File: src/rtl/vector_norm_calc.sv
// -----------------------------------------------------------------------------
// vector_norm_calc
//
// Computes the Euclidean norm of an N_CH-component signed fixed-point vector,
// together with the per-channel squares.
// - One shared multiplier squares one channel per cycle.
// - A bit-serial restoring square root runs one result bit per cycle.
// - The final SQRT cycle registers the conversion of the squares and the norm
//   to the unsigned output format, with saturation.
//
// Ports
//   clk        : clock; all state changes on the rising edge
//   reset      : asynchronous, active-low reset
//   in_data    : packed signed components, channel k at [k*IN_W +: IN_W]
//   in_valid   : in_data is valid
//   in_ready   : block is idle and accepts a vector
//   out_ready  : downstream accepts the result
//   out_valid  : result is valid (held until out_ready)
//   out_norm   : unsigned norm, OUT_FRAC fractional bits
//   out_sq     : packed unsigned per-channel squares, same packing as in_data
//   out_sat    : saturation flags; bit k = square of channel k, bit N_CH = norm
// -----------------------------------------------------------------------------
module vector_norm_calc #(
    parameter int N_CH     = 3,
    parameter int IN_W     = 8,
    parameter int IN_FRAC  = 4,
    parameter int OUT_W    = 8,
    parameter int OUT_FRAC = 4
) (
    input  logic                   clk,
    input  logic                   reset,
    input  logic [N_CH*IN_W-1:0]   in_data,
    input  logic                   in_valid,
    output logic                   in_ready,
    input  logic                   out_ready,
    output logic                   out_valid,
    output logic [OUT_W-1:0]       out_norm,
    output logic [N_CH*OUT_W-1:0]  out_sq,
    output logic [N_CH:0]          out_sat
);

    localparam int SQ_W    = 2 * IN_W;
    localparam int SQ_FRAC = 2 * IN_FRAC;
    localparam int SUM_W   = SQ_W + $clog2(N_CH);
    localparam int R_W     = (SUM_W + 1) / 2;
    // The radicand is consumed two bits per iteration, so it is held in an
    // even width that may carry one extra zero MSB.
    localparam int ACC_W   = 2 * R_W;
    // The remainder never exceeds 2*root, which needs R_W+1 bits.
    localparam int REM_W   = R_W + 1;
    localparam int CH_W    = $clog2(N_CH);
    localparam int BIT_W   = $clog2(R_W + 1);
    // Wide enough to align any intermediate value without losing bits.
    localparam int EXT_W   = ACC_W + OUT_W + OUT_FRAC;

    localparam int SQ_LSH   = (OUT_FRAC > SQ_FRAC) ? (OUT_FRAC - SQ_FRAC) : 0;
    localparam int SQ_RSH   = (SQ_FRAC > OUT_FRAC) ? (SQ_FRAC - OUT_FRAC) : 0;
    localparam int NORM_LSH = (OUT_FRAC > IN_FRAC) ? (OUT_FRAC - IN_FRAC) : 0;
    localparam int NORM_RSH = (IN_FRAC > OUT_FRAC) ? (IN_FRAC - OUT_FRAC) : 0;

    typedef enum logic [1:0] {
        IDLE,
        SQUARE,
        SQRT,
        DONE
    } state_e;

    // Aligns a value to OUT_FRAC fractional bits (floor on reduction, zero
    // fill on extension) and saturates to OUT_W bits.
    // Returns {sat, value}.
    function automatic logic [OUT_W:0] to_out(input logic [EXT_W-1:0] v,
                                              input int unsigned     lsh,
                                              input int unsigned     rsh);
        logic [EXT_W-1:0] a;
        a = (v << lsh) >> rsh;
        if (|(a >> OUT_W)) begin
            return {1'b1, {OUT_W{1'b1}}};
        end
        return {1'b0, a[OUT_W-1:0]};
    endfunction

    state_e                    state_q;
    logic [CH_W-1:0]           ch_q;
    logic [BIT_W-1:0]          bit_q;
    logic signed [IN_W-1:0]    in_q [N_CH];
    logic [SQ_W-1:0]           sq_q [N_CH];
    logic [ACC_W-1:0]          acc_q;
    logic [REM_W-1:0]          rem_q;
    logic [R_W-1:0]            root_q;
    logic                      in_ready_q;
    logic                      out_valid_q;
    logic [OUT_W-1:0]          out_norm_q;
    logic [N_CH*OUT_W-1:0]     out_sq_q;
    logic [N_CH:0]             out_sat_q;

    logic signed [IN_W-1:0]    ch_val;
    logic signed [SQ_W-1:0]    prod;
    logic [SQ_W-1:0]           sq_d;
    logic [REM_W+1:0]          rem_shift;
    logic [REM_W+1:0]          trial;
    logic [REM_W-1:0]          rem_d;
    logic [R_W-1:0]            root_d;
    logic [OUT_W:0]            norm_conv;
    logic [OUT_W:0]            sq_conv;
    logic [OUT_W-1:0]          out_norm_d;
    logic [N_CH*OUT_W-1:0]     out_sq_d;
    logic [N_CH:0]             out_sat_d;

    // NOTE: every signal driven here gets a default assignment at the top, so no
    // path can leave a value unassigned and infer a latch.
    always_comb begin
        ch_val     = in_q[ch_q];
        // Signed operands in a SQ_W-wide context: the most negative input
        // squares to 2^(2*IN_W-2), which still fits.
        prod       = ch_val * ch_val;
        sq_d       = prod;

        // One restoring step: bring down the next two radicand bits and try
        // to subtract (4*root + 1).
        rem_shift  = {rem_q, acc_q[ACC_W-1 -: 2]};
        trial      = {1'b0, root_q, 2'b01};
        rem_d      = REM_W'(rem_shift);
        root_d     = {root_q[R_W-2:0], 1'b0};
        if (rem_shift >= trial) begin
            rem_d  = REM_W'(rem_shift - trial);
            root_d = {root_q[R_W-2:0], 1'b1};
        end

        out_sq_d  = '0;
        out_sat_d = '0;
        sq_conv   = '0;
        for (int k = 0; k < N_CH; k++) begin
            sq_conv = to_out(EXT_W'(sq_q[k]), SQ_LSH, SQ_RSH);
            out_sq_d[k*OUT_W +: OUT_W] = sq_conv[OUT_W-1:0];
            out_sat_d[k]               = sq_conv[OUT_W];
        end
        norm_conv       = to_out(EXT_W'(root_q), NORM_LSH, NORM_RSH);
        out_norm_d      = norm_conv[OUT_W-1:0];
        out_sat_d[N_CH] = norm_conv[OUT_W];
    end

    // NOTE: all state is updated with non-blocking assignments so every register
    // samples the values from before the edge, independent of statement order.
    always_ff @(posedge clk or negedge reset) begin
        if (!reset) begin
            state_q     <= IDLE;
            ch_q        <= '0;
            bit_q       <= '0;
            // NOTE: the operand and square arrays are only a few registers, so
            // they are reset with the rest of the state; a large RAM would
            // not be.
            for (int k = 0; k < N_CH; k++) begin
                in_q[k] <= '0;
                sq_q[k] <= '0;
            end
            acc_q       <= '0;
            rem_q       <= '0;
            root_q      <= '0;
            in_ready_q  <= 1'b1;
            out_valid_q <= 1'b0;
            out_norm_q  <= '0;
            out_sq_q    <= '0;
            out_sat_q   <= '0;
        end else begin
            case (state_q)
                IDLE: begin
                    if (in_valid && in_ready_q) begin
                        for (int k = 0; k < N_CH; k++) begin
                            in_q[k] <= in_data[k*IN_W +: IN_W];
                        end
                        acc_q      <= '0;
                        rem_q      <= '0;
                        root_q     <= '0;
                        ch_q       <= '0;
                        bit_q      <= '0;
                        in_ready_q <= 1'b0;
                        state_q    <= SQUARE;
                    end
                end

                SQUARE: begin
                    sq_q[ch_q] <= sq_d;
                    acc_q      <= acc_q + ACC_W'(sq_d);
                    if (ch_q == CH_W'(N_CH - 1)) begin
                        state_q <= SQRT;
                    end else begin
                        ch_q <= ch_q + 1'b1;
                    end
                end

                SQRT: begin
                    // R_W iterations, then one cycle that registers the
                    // converted results into the output registers.
                    if (bit_q == BIT_W'(R_W)) begin
                        out_norm_q  <= out_norm_d;
                        out_sq_q    <= out_sq_d;
                        out_sat_q   <= out_sat_d;
                        out_valid_q <= 1'b1;
                        state_q     <= DONE;
                    end else begin
                        rem_q  <= rem_d;
                        root_q <= root_d;
                        acc_q  <= acc_q << 2;
                        bit_q  <= bit_q + 1'b1;
                    end
                end

                DONE: begin
                    if (out_ready) begin
                        out_valid_q <= 1'b0;
                        in_ready_q  <= 1'b1;
                        state_q     <= IDLE;
                    end
                end

                default: begin
                    state_q <= IDLE;
                end
            endcase
        end
    end

    assign in_ready  = in_ready_q;
    assign out_valid = out_valid_q;
    assign out_norm  = out_norm_q;
    assign out_sq    = out_sq_q;
    assign out_sat   = out_sat_q;

endmodule

File: config.mk
export PLATFORM = sky130hd
export DESIGN_NAME = vector_norm_calc
export DESIGN_NICKNAME = d
export VERILOG_FILES = /design/src/rtl/vector_norm_calc.sv
export SDC_FILE = /design/constraint.sdc
export NUM_CORES = 1
export LEC_CHECK = 0
export BUFFER_PORTS_ARGS = -buffer_cell sky130_fd_sc_hd__buf_2
export CORE_MARGIN = 2
export CORE_UTILIZATION = 40
export DETAILED_ROUTE_END_ITERATION = 6
export PLACE_DENSITY = 0.57
export SYNTH_ARGS = -nofsm -noshare
export SYNTH_HDL_FRONTEND = slang
export SYNTH_SLANG_ARGS = --single-unit
File: constraint.sdc
create_clock -name clk -period 6.57 [get_ports clk]
set_input_delay 1.314 -clock clk [delete_from_list [all_inputs] [get_ports clk]]
set_output_delay 1.314 -clock clk [all_outputs]
set_load 0.005 [all_outputs]
# Word level (Yosys, flattened, before mapping)
# Cells that the tools add are included.
# op_classes
eq_ne,11
n_mux,46
multipliers,1
n_bitwise,1
magnitude_cmp,3
n_reduce_logical,19
add_sub_neg,4
# op_table
cell,count
$mux 9,10
$pmux 18 s3,1
$bwmux 48,1
$mux 18,2
$demux 16 s2,1
$mux 10,3
$pmux 10 s2,1
$add 18x16->18,1
$pmux 9 s2,1
$bmux 8 s2,1
$mul 8x8->16,1
$mux 16,1
$mux 8,2
$reduce_and 3->1,5
$ge 12x11->1,1
$mux 2,6
$ne 2x2->1 const B,6
$reduce_or 4->1,3
$sub 10x10->10,1
$mux 1,9
$mux 4,2
$pmux 2 s4,1
$pmux 4 s2,1
$reduce_bool 2->1,4
other kinds (15),20
# word_totals
output_inout_bits,38
wordCells,102
ff_bits,155
in_bits,28

# Depth between registers and ports, before layout
# Gate-level depths: netlist of run 1.
# logic_depth
depth_word,7
ltp_mapped,30
mapped_depth_nobuf,29

# Least setup slack after synthesis of run 1
# Ideal clock, no wire load.
# synth_path
kind,reg2reg
from,register ch_q[0]
to,register acc_q[17]
stages_incl_launch_ff,30
t_arrival_ps,6204
setup_time_ps,135
period_less_slack_ps,6339
required_time_ps,6435
slack_ps,231
path_cell_list,dfrtp_1 -> buf_6 -> mux2i_1 -> nor2_1 -> a21oi_1 -> inv_1 -> nand2_1 -> inv_1 -> fa_1 -> fa_1 -> fa_1 -> inv_1 -> fa_1 -> inv_1 -> ha_1 -> o21a_1 -> o31a_1 -> o221a_2 -> o21ai_0 -> nand2b_1 -> xnor2_1 -> inv_1 -> ha_1 -> nand2_1 -> nor2_1 -> nand4_1 -> o21bai_1 -> a21oi_1 -> mux2i_1 -> o211ai_1
# synth_via
elab_chain_cells,7
# synth_rtl
element,line,text
"start, declared",83,logic [CH_W-1:0] ch_q;
"start signal, assigned",187,ch_q <= ch_q + 1'b1;
$not 2->3 (not written as such),112,ch_val = in_q[ch_q];
$bmux 8 s2,112,
$mux 8 (not written as such) (2 in a row),112,
$mul 8x8->16,115,prod = ch_val * ch_val;
via prod[12],97,logic signed [SQ_W-1:0] prod;
$add 18x16->18,183,acc_q <= acc_q + ACC_W'(sq_d);
$pmux 18 s3,165,case (state_q)
"end signal, assigned",183,
"end signal, assigned",203,acc_q <= acc_q << 2;
"end, declared",87,logic [ACC_W-1:0] acc_q;
# The timed path passes the listed nets, and every way through them passes these cells. The select of a mux whose other input is x is not followed.
# A chain may end at the register's enable or synchronous reset.

# Worst setup path in the final report of run 1
# layout_path
from,register ch_q[0]
to,register acc_q[16]
# The elaborated chain is that of the path after synthesis.

==> flow_summary.toml, run 1 <==
[run_status]
run_status = "complete, no violations"

[synth]
yosysUniqueCellTypes = 64
syn_inst = 913
mappedNetlistNets = 1049
postSynthAreaPerCell_um2 = 10.0
top_area_cells_in_the_synthesized_netlist = "sky130_fd_sc_hd__dfrtp_1 39%, sky130_fd_sc_hd__fa_1 9.6%, sky130_fd_sc_hd__ha_1 8.7%"
synth_top_area_share_pct = 38.8
synth-xor-area-share_pct = 3.82
adder_and_majority_cell_fraction_of_the_synthesized_area_pct = 18.4
ys_seq_area_share_pct = 39.1
largest_family_of_logic_cells_by_synthesized_area = "adder cells"
post_synth_instance_area_mm2 = 0.00916
synthMostInstantiatedCell = "sky130_fd_sc_hd__dfrtp_1"
ys_async_sr_fraction_pct = 100
synth_compound_gate_area_share_pct = 15.6
post_synth_edffs = 0
dominantRegCellSynth = "sky130_fd_sc_hd__dfrtp_1"
synth-seq-cells = 143
yosys_warnings = 0
synthMuxAreaShare_pct = 7.43
ys_top_cells_by_count = "142 x sky130_fd_sc_hd__dfrtp_1, 103 x sky130_fd_sc_hd__inv_1, 72 x sky130_fd_sc_hd__nand2_1"
yosys.area_share.simple_pct = 10.0
netlist.top_cell.by_area = "sky130_fd_sc_hd__dfrtp_1"

[placed_design]
place_congestion = 0.871
place.port_buffers = 65
placed_cells_incl_taps = 1260
place_area_mm2 = 0.00993
dp_worst_setup_slack_ns = 0.0227
dpl.hpwl_um = 14600

[floorplanning]
placementRows = 55
die_h_um = 155
fp.dieW_um = 155
top_level_i_o_count = 66
core_region_area_mm2 = 0.0226
floorplan.initialDensity_pct = 40.6
total_die_area_mm2 = 0.0241

[clocking]
tritoncts.num_buffers = 17
clock_tree.htree_level_count = 4
tritoncts = "built"
insertion_delay_ns = 0.43
clkSinkCount = 143
clk_tree_root_cell = "sky130_fd_sc_hd__clkbuf_16"
clock_tree.buffer_depth = 2
cts_hold_buffers = 0
cts.reportedPaths.clkPinSlew_ns = 0.07

[critical_path]
timing.critical_path.max_delay_family = "adder cells"
setup.reg_to_reg.worst_slack_ns = 0.30
timing.critical_path.slowest_cell_delay_ns = 0.54
cp.arrival_ns = 6.58
worst-path-max-fanout = 6
worst_path_max_delay_cell = "sky130_fd_sc_hd__fa_1"
worst_case_reg_to_reg_path_depth = 27
critPathBufInv = 7
timing.critical_path.to_type = "register"
startpoint_type = "register"
path_class = "reg -> reg"
worst_ep_required_time_ns = 6.88
critical_register_to_register_path_startpoint = "ch_q[0]"
crit-reg2reg-capture = "acc_q[16]"

[detailed_routing]
route.antenna.remaining_nets = 0
detailedRoute.firstIterationViolations = 329
drt-pass1-iter-count = 4
via_per_inst = 5.20
remaining_drc_errors = 0
routed_wirelength_um = 20000
detailroute.via_count = 6761
wl_per_cell_um = 15.4

[timing]
finalWorstSetupSlack_ns = 0.298
clock-skew-final_ns = 0.0137
period_share_pct = 95.5
timing.fmax_mhz = 159
fin_worst_hold_slack_ns = 0.480
final-max-slew-violation-count = 0
worst-slew-pin-transition_ns = 1.18
final-setup-viol-count = 0
slew_headroom_pct = 21.3
timing.final.hold_violations = 0
period_minus_slack_ns = 6.27

[layout]
nNetsFinal = 1138
area_used_by_multi_input_combinational_logic_mm2 = 0.00522
sequential_cell_area_mm2 = 0.00358
num-fill-cells = 2160
final_design_area_no_fill_mm2 = 0.0108
final_layout_size_suffix_gt1_share_pct = 22.4
antenna_cells_inserted = 0
final_cells = 1300
syn2layout_area_growth_pct = 17.7

[min_path]
hold_crit_path_type = "reg -> reg"
min_delay_worst_endpoint = "out_sq[22]"
worst_hold_startpoint = "sq_q[10]"
hold-path-cell-count = 1

[global_routing]
grt_start_max_net_pins = 92
globalRouteTotalUtil_pct = 17.7
grt_antenna_before_repair = 0
grt_first_pass_wirelength_um = 34400
first_global_vias = 6917
globalRoute.totalOverflow = 0

[job]
timing.max_cap.violations = 0
==> placed cells by master (no fill, tap or decap), types with 13 or more instances in the layout <==
master                        n
sky130_fd_sc_hd__a21o_1      14
sky130_fd_sc_hd__fa_1        43
sky130_fd_sc_hd__o22a_1      25
sky130_fd_sc_hd__buf_2       64
sky130_fd_sc_hd__mux2_2      48
sky130_fd_sc_hd__clkbuf_16   17
sky130_fd_sc_hd__nand3_1     21
sky130_fd_sc_hd__xor2_1      13
sky130_fd_sc_hd__nand2_1     70
sky130_fd_sc_hd__a21oi_1     46
sky130_fd_sc_hd__dfrtp_1    141
sky130_fd_sc_hd__o21ai_0     63
sky130_fd_sc_hd__buf_4       33
sky130_fd_sc_hd__xnor2_1     24
sky130_fd_sc_hd__mux2i_1     14
sky130_fd_sc_hd__ha_1        59
sky130_fd_sc_hd__nor2_1      64
sky130_fd_sc_hd__inv_1       99
==> per-layer routing <==
layer	up-vias	GRT usage [%]	routed length, um
met4	0	4.19	163
met3	10	3.54	653
met5	-	0	0
li1	3299	-	-
met1	3351	24.3	9600
met2	101	28.8	9540
==> state kept, by name, indices dropped and copies added (netlist names), 2 cells and up <==
register	cells
acc_q	18
bit_q	4
ch_q	2
in_q	24
out_norm	8
out_sat	4
out_sq	24
rem_q	10
root_q	9
sq_q	36
state_q	2
==> metrics by stage <==
step / TNS (ns) / utilization, %
CTS: 0 / 46.9
finish: 0 / 47.8
detailed placement: 0 / 44.0
floorplan: 0 / -
global placement: 0 / 44.0
global route: -0.00421 / 47.8
==> cell type report <==
| type | count | area share, % |
|---|---|---|
| Clock inverter | 14 | 1.79 |
| Multi-Input combinational cell | 635 | 48.4 |
| Timing Repair Buffer | 99 | 5.48 |
| Tap cell | 285 | 3.31 |
| Clock buffer | 18 | 4.07 |
| Sequential cell | 143 | 33.2 |
| Inverter | 106 | 3.74 |
==> timing repair <==
action	4_1_cts	5_1_grt
setup buffers	2	6
endpoints found under the hold margin	0	0
gates resized for setup	0	39
pin swaps	1	15
setup endpoints to repair	1	5
==> worst max path at each step <==
stage / slack (ns) / from / cells past startpoint / end
global route: -0.004 / ch_q[0] / 29 / acc_q[15]
floorplan: 0.23 / ch_q[0] / 29 / acc_q[17]
global placement: 0.10 / ch_q[0] / 24 / acc_q[16]
finish: 0.30 / ch_q[0] / 27 / acc_q[16]
CTS: 0.02 / ch_q[0] / 29 / acc_q[17]
detailed placement: 0.02 / ch_q[0] / 24 / acc_q[16]
==> cells by family after synthesis <==
| family | count (synthesis) |
|---|---|
| compound gates | 222 |
| xor+xnor | 40 |
| fa+ha+maj | 108 |
| buf+inv | 135 |
| flops | 143 |
| mux | 62 |
| simple gates | 203 |
Power of run 1 is not shown: default switching activity piles up to over one toggle a cycle in this logic, so the estimate is an artifact.
==> run 2, diff against run 1 <==
--- a/config.mk
+++ b/config.mk
@@ -7,9 +7,9 @@
 export LEC_CHECK = 0
 export BUFFER_PORTS_ARGS = -buffer_cell sky130_fd_sc_hd__buf_2
 export CORE_MARGIN = 2
-export CORE_UTILIZATION = 40
+export CORE_UTILIZATION = 50
 export DETAILED_ROUTE_END_ITERATION = 6
-export PLACE_DENSITY = 0.57
+export PLACE_DENSITY = 0.69
 export SYNTH_ARGS = -nofsm -noshare
 export SYNTH_HDL_FRONTEND = slang
 export SYNTH_SLANG_ARGS = --single-unit
==> flow_summary.toml, run 2 (synthesis results as in run 1) <==
[run_status]
run_status = "complete, no violations"

[job]
timing.max_cap.violations = 0

[floorplanning]
fp.dieW_um = 139
floorplan.initialDensity_pct = 51.0
core_region_area_mm2 = 0.0180
placementRows = 49
total_die_area_mm2 = 0.0194
top_level_i_o_count = 66
die_h_um = 139

[layout]
antenna_cells_inserted = 0
nNetsFinal = 1143
most-common-layout-cells = "142 x sky130_fd_sc_hd__dfrtp_1, 97 x sky130_fd_sc_hd__inv_1, 67 x sky130_fd_sc_hd__nand2_1, 64 x sky130_fd_sc_hd__buf_2"
final_layout_size_suffix_gt1_share_pct = 23.9
final_design_area_no_fill_mm2 = 0.0108
layout_commonest_cell = "sky130_fd_sc_hd__dfrtp_1"
num-fill-cells = 1499
number_of_flip_flops_under_the_largest_register_name = 36
area_used_by_multi_input_combinational_logic_mm2 = 0.00528
syn2layout_area_growth_pct = 18.2
sequential_cell_area_mm2 = 0.00358
regMostFlops = "sq_q"

[detailed_routing]
detailedRoute.firstIterationViolations = 360
drt-pass1-iter-count = 4
remaining_drc_errors = 0
detailroute.via_count = 6770
route.antenna.remaining_nets = 0
wl_per_cell_um = 15.8
routed_wirelength_um = 19700
via_per_inst = 5.42

[clocking]
cts.reportedPaths.clkPinSlew_ns = 0.07
clock_tree.htree_level_count = 4
insertion_delay_ns = 0.43
clkSinkCount = 143
tritoncts = "built"
clock_tree.buffer_depth = 2
clk_tree_root_cell = "sky130_fd_sc_hd__clkbuf_16"
tritoncts.num_buffers = 17

[global_routing]
globalRouteTotalUtil_pct = 21.0
first_global_vias = 6861
grt_start_max_net_pins = 74
globalRoute.totalOverflow = 0
grt_first_pass_wirelength_um = 33300
grt_antenna_before_repair = 0

[critical_path]
worst_ep_required_time_ns = 6.89
crit_cells = 26
path_class = "reg -> reg"
timing.critical_path.max_delay_family = "adder cells"
timing.critical_path.to_type = "register"
timing.critical_path.slowest_cell_delay_ns = 0.54
startpoint_type = "register"
critPathBufInv = 7
worst_path_max_delay_cell = "sky130_fd_sc_hd__fa_1"
worst_case_reg_to_reg_path_depth = 26
worst-path-max-fanout = 5
cp.arrival_ns = 6.64

[min_path]
hold-path-cell-count = 1
hold_crit_path_type = "reg -> reg"

[timing]
period_minus_slack_ns = 6.32
period_share_pct = 96.2
final-setup-viol-count = 0
fin_worst_hold_slack_ns = 0.485
timing.fmax_mhz = 158
timing.final.hold_violations = 0
clock-skew-final_ns = 0.00813
final-max-slew-violation-count = 0
finalWorstSetupSlack_ns = 0.248
worst-slew-pin-transition_ns = 1.22
slew_headroom_pct = 18.0

[placed_design]
place.port_buffers = 65
place_area_mm2 = 0.00986
dpl.hpwl_um = 14100
place_congestion = 0.911
dp_worst_setup_slack_ns = -0.0557
## run 2: cell types whose count changed in the layout (fill, tap and decap cells not counted), moves of 2 or more
cell | before | now
sky130_fd_sc_hd__inv_8 | 3 | 5
sky130_fd_sc_hd__clkinv_4 | 4 | 1
sky130_fd_sc_hd__inv_1 | 99 | 97
sky130_fd_sc_hd__clkinvlp_4 | 1 | 3
sky130_fd_sc_hd__nor2_2 | 1 | 3
sky130_fd_sc_hd__a21oi_1 | 46 | 44
sky130_fd_sc_hd__buf_4 | 33 | 35
sky130_fd_sc_hd__nand2_4 | 1 | 3
sky130_fd_sc_hd__buf_12 | 0 | 2
sky130_fd_sc_hd__nand2_1 | 70 | 67
## run 2: worst paths after layout
path	startpoint	endpoint	slack, ns
max	ch_q[0]	acc_q[16]	0.25
min	sq_q[6]	out_sq[18]	0.48
max reg2reg	ch_q[0]	acc_q[16]	0.25
min reg2reg	sq_q[6]	out_sq[18]	0.48
max in group asynchronous	reset	sq_q[38]	4.31
min in group asynchronous	reset	rem_q[7]	0.88
## run 2: through the flow
stage | setup TNS [ns] | cells | utilization (%)
5_1_grt | -0.215 | 1249 | 60.3
2_1_floorplan | 0 | 913 | -
4_1_cts | 0 | 1236 | 58.4
6_report | 0 | 1249 | 60.3
3_3_place_gp | 0 | 1204 | 54.9
3_5_place_dp | -0.0656 | 1204 | 54.9
## run 2: routing by layer
layer | routed length (um) | global-route usage, % | share of wire (%)
met5 | 0 | 0 | 0
met2 | 9540 | 34.0 | 49
met1 | 9210 | 29.0 | 47
met4 | 352 | 6.65 | 1.8
met3 | 566 | 3.89 | 2.9
## run 2: cell type report
cell class,count,area share (%)
Inverter,106,3.74
Multi-Input combinational cell,635,48.8
Timing Repair Buffer,104,6.07
Sequential cell,143,33.1
Tap cell,229,2.65
Clock buffer,17,3.93
Clock inverter,15,1.76
## run 2: what timing repair did
item	4_1_cts	5_1_grt
setup buffers	0	13
hold buffers	0	0
pin swaps	0	25
endpoints found under the setup margin	3	5
gates resized for setup	4	54
Power of run 2 is left out for the same reason.
==> run 3, diff against run 2 <==
--- a/config.mk
+++ b/config.mk
@@ -9,6 +9,7 @@
 export CORE_MARGIN = 2
 export CORE_UTILIZATION = 50
 export DETAILED_ROUTE_END_ITERATION = 6
+export GPL_TIMING_DRIVEN = 0
 export PLACE_DENSITY = 0.69
 export SYNTH_ARGS = -nofsm -noshare
 export SYNTH_HDL_FRONTEND = slang
==> flow_summary.toml, run 3 (synthesis results as in run 1) <==
[run_status]
run_status = "complete, no violations"

[min_path]
worst_hold_startpoint = "sq_q[24]"
hold-path-cell-count = 1
hold_crit_path_type = "reg -> reg"
min_delay_worst_endpoint = "out_sq[12]"

[clocking]
cts.reportedPaths.clkPinSlew_ns = 0.06
insertion_delay_ns = 0.44
clock_tree.htree_level_count = 4
tritoncts.num_buffers = 17
tritoncts = "built"
clock_tree.buffer_depth = 2
clk_tree_root_cell = "sky130_fd_sc_hd__clkbuf_16"
cts_hold_buffers = 0
clkSinkCount = 143

[global_routing]
globalRoute.totalOverflow = 0
met3_usage_pct = 4.54
groute.layer.met2.usage_pct = 36.5
first_global_vias = 6884
globalRouteTotalUtil_pct = 21.8
grt_first_pass_wirelength_um = 33700
top_usage_layer = "met2"
grt_antenna_before_repair = 0
globalRouteMet1Util_pct = 28.7
grt_start_max_net_pins = 99

[floorplanning]
die_h_um = 139
top_level_i_o_count = 66
placementRows = 49
floorplan.initialDensity_pct = 51.0
total_die_area_mm2 = 0.0194
core_region_area_mm2 = 0.0180
fp.dieW_um = 139

[timing]
worst-slew-pin-transition_ns = 0.875
fin_worst_hold_slack_ns = 0.482
period_share_pct = 97.5
final-setup-viol-count = 0
final-max-slew-violation-count = 0
clock-skew-final_ns = 0.00731
finalWorstSetupSlack_ns = 0.162
period_minus_slack_ns = 6.41
slew_headroom_pct = 41.6
timing.final.hold_violations = 0
timing.fmax_mhz = 156

[layout]
syn2layout_area_growth_pct = 19.8
area_used_by_multi_input_combinational_logic_mm2 = 0.00536
most-common-layout-cells = "141 x sky130_fd_sc_hd__dfrtp_1, 93 x sky130_fd_sc_hd__inv_1, 69 x sky130_fd_sc_hd__buf_2, 66 x sky130_fd_sc_hd__nand2_1"
layout_commonest_cell = "sky130_fd_sc_hd__dfrtp_1"
regMostFlops = "sq_q"
nNetsFinal = 1162
antenna_cells_inserted = 0
final_layout_size_suffix_gt1_share_pct = 24.3
final_core_utilization_pct = 61.1
num-fill-cells = 1508
sequential_cell_area_mm2 = 0.00358
number_of_flip_flops_under_the_largest_register_name = 36

[placed_design]
dp_worst_setup_slack_ns = -0.785
dpl.hpwl_um = 14500
place.port_buffers = 65
place_congestion = 0.911

[critical_path]
worst_case_reg_to_reg_path_depth = 26
cp.arrival_ns = 6.74
startpoint_type = "register"
path_class = "reg -> reg"
worst-path-max-fanout = 5
setup.reg_to_reg.worst_slack_ns = 0.16
timing.critical_path.to_type = "register"
crit-reg2reg-capture = "acc_q[16]"
critical_register_to_register_path_startpoint = "ch_q[0]"
worst_ep_required_time_ns = 6.90

[detailed_routing]
wl_per_cell_um = 16.0
route.antenna.remaining_nets = 0
drt-pass1-iter-count = 5
via_per_inst = 5.44
detailedRoute.firstIterationViolations = 349
routed_wirelength_um = 20300
detailroute.via_count = 6904
remaining_drc_errors = 0

[job]
timing.max_cap.violations = 0
run 3: what timing repair did:
item                       CTS  global route
pin swaps                    5            28
setup endpoints to repair    7             6
resized for setup           20            48
cloned                       0             1
setup buffers                9            18
run 3: worst max path at each step:
stage               startpoint        end  slack, ns  cells past startpoint
finish                 ch_q[0]  acc_q[16]       0.16                     26
global route           ch_q[0]  acc_q[16]      -0.07                     26
CTS                    ch_q[0]  acc_q[16]       0.01                     27
detailed placement     ch_q[0]  acc_q[17]      -0.78                     29
global placement       ch_q[0]  acc_q[17]      -0.78                     29
floorplan              ch_q[0]  acc_q[17]       0.23                     29
run 3: critical path, cell delays in order, from the launching register on:
cell and delay (ns):
sky130_fd_sc_hd__dfrtp_2 0.46, sky130_fd_sc_hd__buf_4 0.17, sky130_fd_sc_hd__nor2_4 0.15, sky130_fd_sc_hd__buf_12 0.14
sky130_fd_sc_hd__a21oi_2 0.06, sky130_fd_sc_hd__buf_4 0.16, sky130_fd_sc_hd__or2_2 0.32, sky130_fd_sc_hd__fa_1 0.48
sky130_fd_sc_hd__inv_1 0.05, sky130_fd_sc_hd__fa_1 0.43, sky130_fd_sc_hd__fa_1 0.52, sky130_fd_sc_hd__inv_1 0.05
sky130_fd_sc_hd__fa_1 0.52, sky130_fd_sc_hd__inv_1 0.04, sky130_fd_sc_hd__ha_2 0.33, sky130_fd_sc_hd__a21oi_1 0.19
sky130_fd_sc_hd__nor2b_2 0.08, sky130_fd_sc_hd__or4_1 0.42, sky130_fd_sc_hd__o22ai_2 0.15, sky130_fd_sc_hd__xnor2_2 0.21
sky130_fd_sc_hd__inv_2 0.09, sky130_fd_sc_hd__ha_4 0.25, sky130_fd_sc_hd__a2111o_1 0.42, sky130_fd_sc_hd__a21oi_2 0.14
sky130_fd_sc_hd__o22ai_2 0.10, sky130_fd_sc_hd__a32o_1 0.21, sky130_fd_sc_hd__a21o_1 0.15
run 3: metrics by stage:
step	instance area (um2)	instances	TNS [ns]
global route	11000	1268	-0.193
CTS	10600	1249	0
detailed placement	9810	1208	-3.68
global placement	9770	1207	-3.67
floorplan	9160	913	0
finish	11000	1268	0
run 3: cell type report:
type	count	area share [%]
clock buffers	19	4.03
clock inverters	13	1.62
multi-input cells	635	48.8
flip-flops and latches	143	32.6
plain buffers	29	1.19
well taps	229	2.61
repair buffers	94	5.46
inverters	106	3.65
run 3: routing by layer:
layer | vias up | routed length [um]
li1 | 3369 | -
met5 | - | 0
met2 | 126 | 10000
met4 | 0 | 389
met1 | 3379 | 9220
met3 | 30 | 713
Power of run 3 is left out for the same reason.
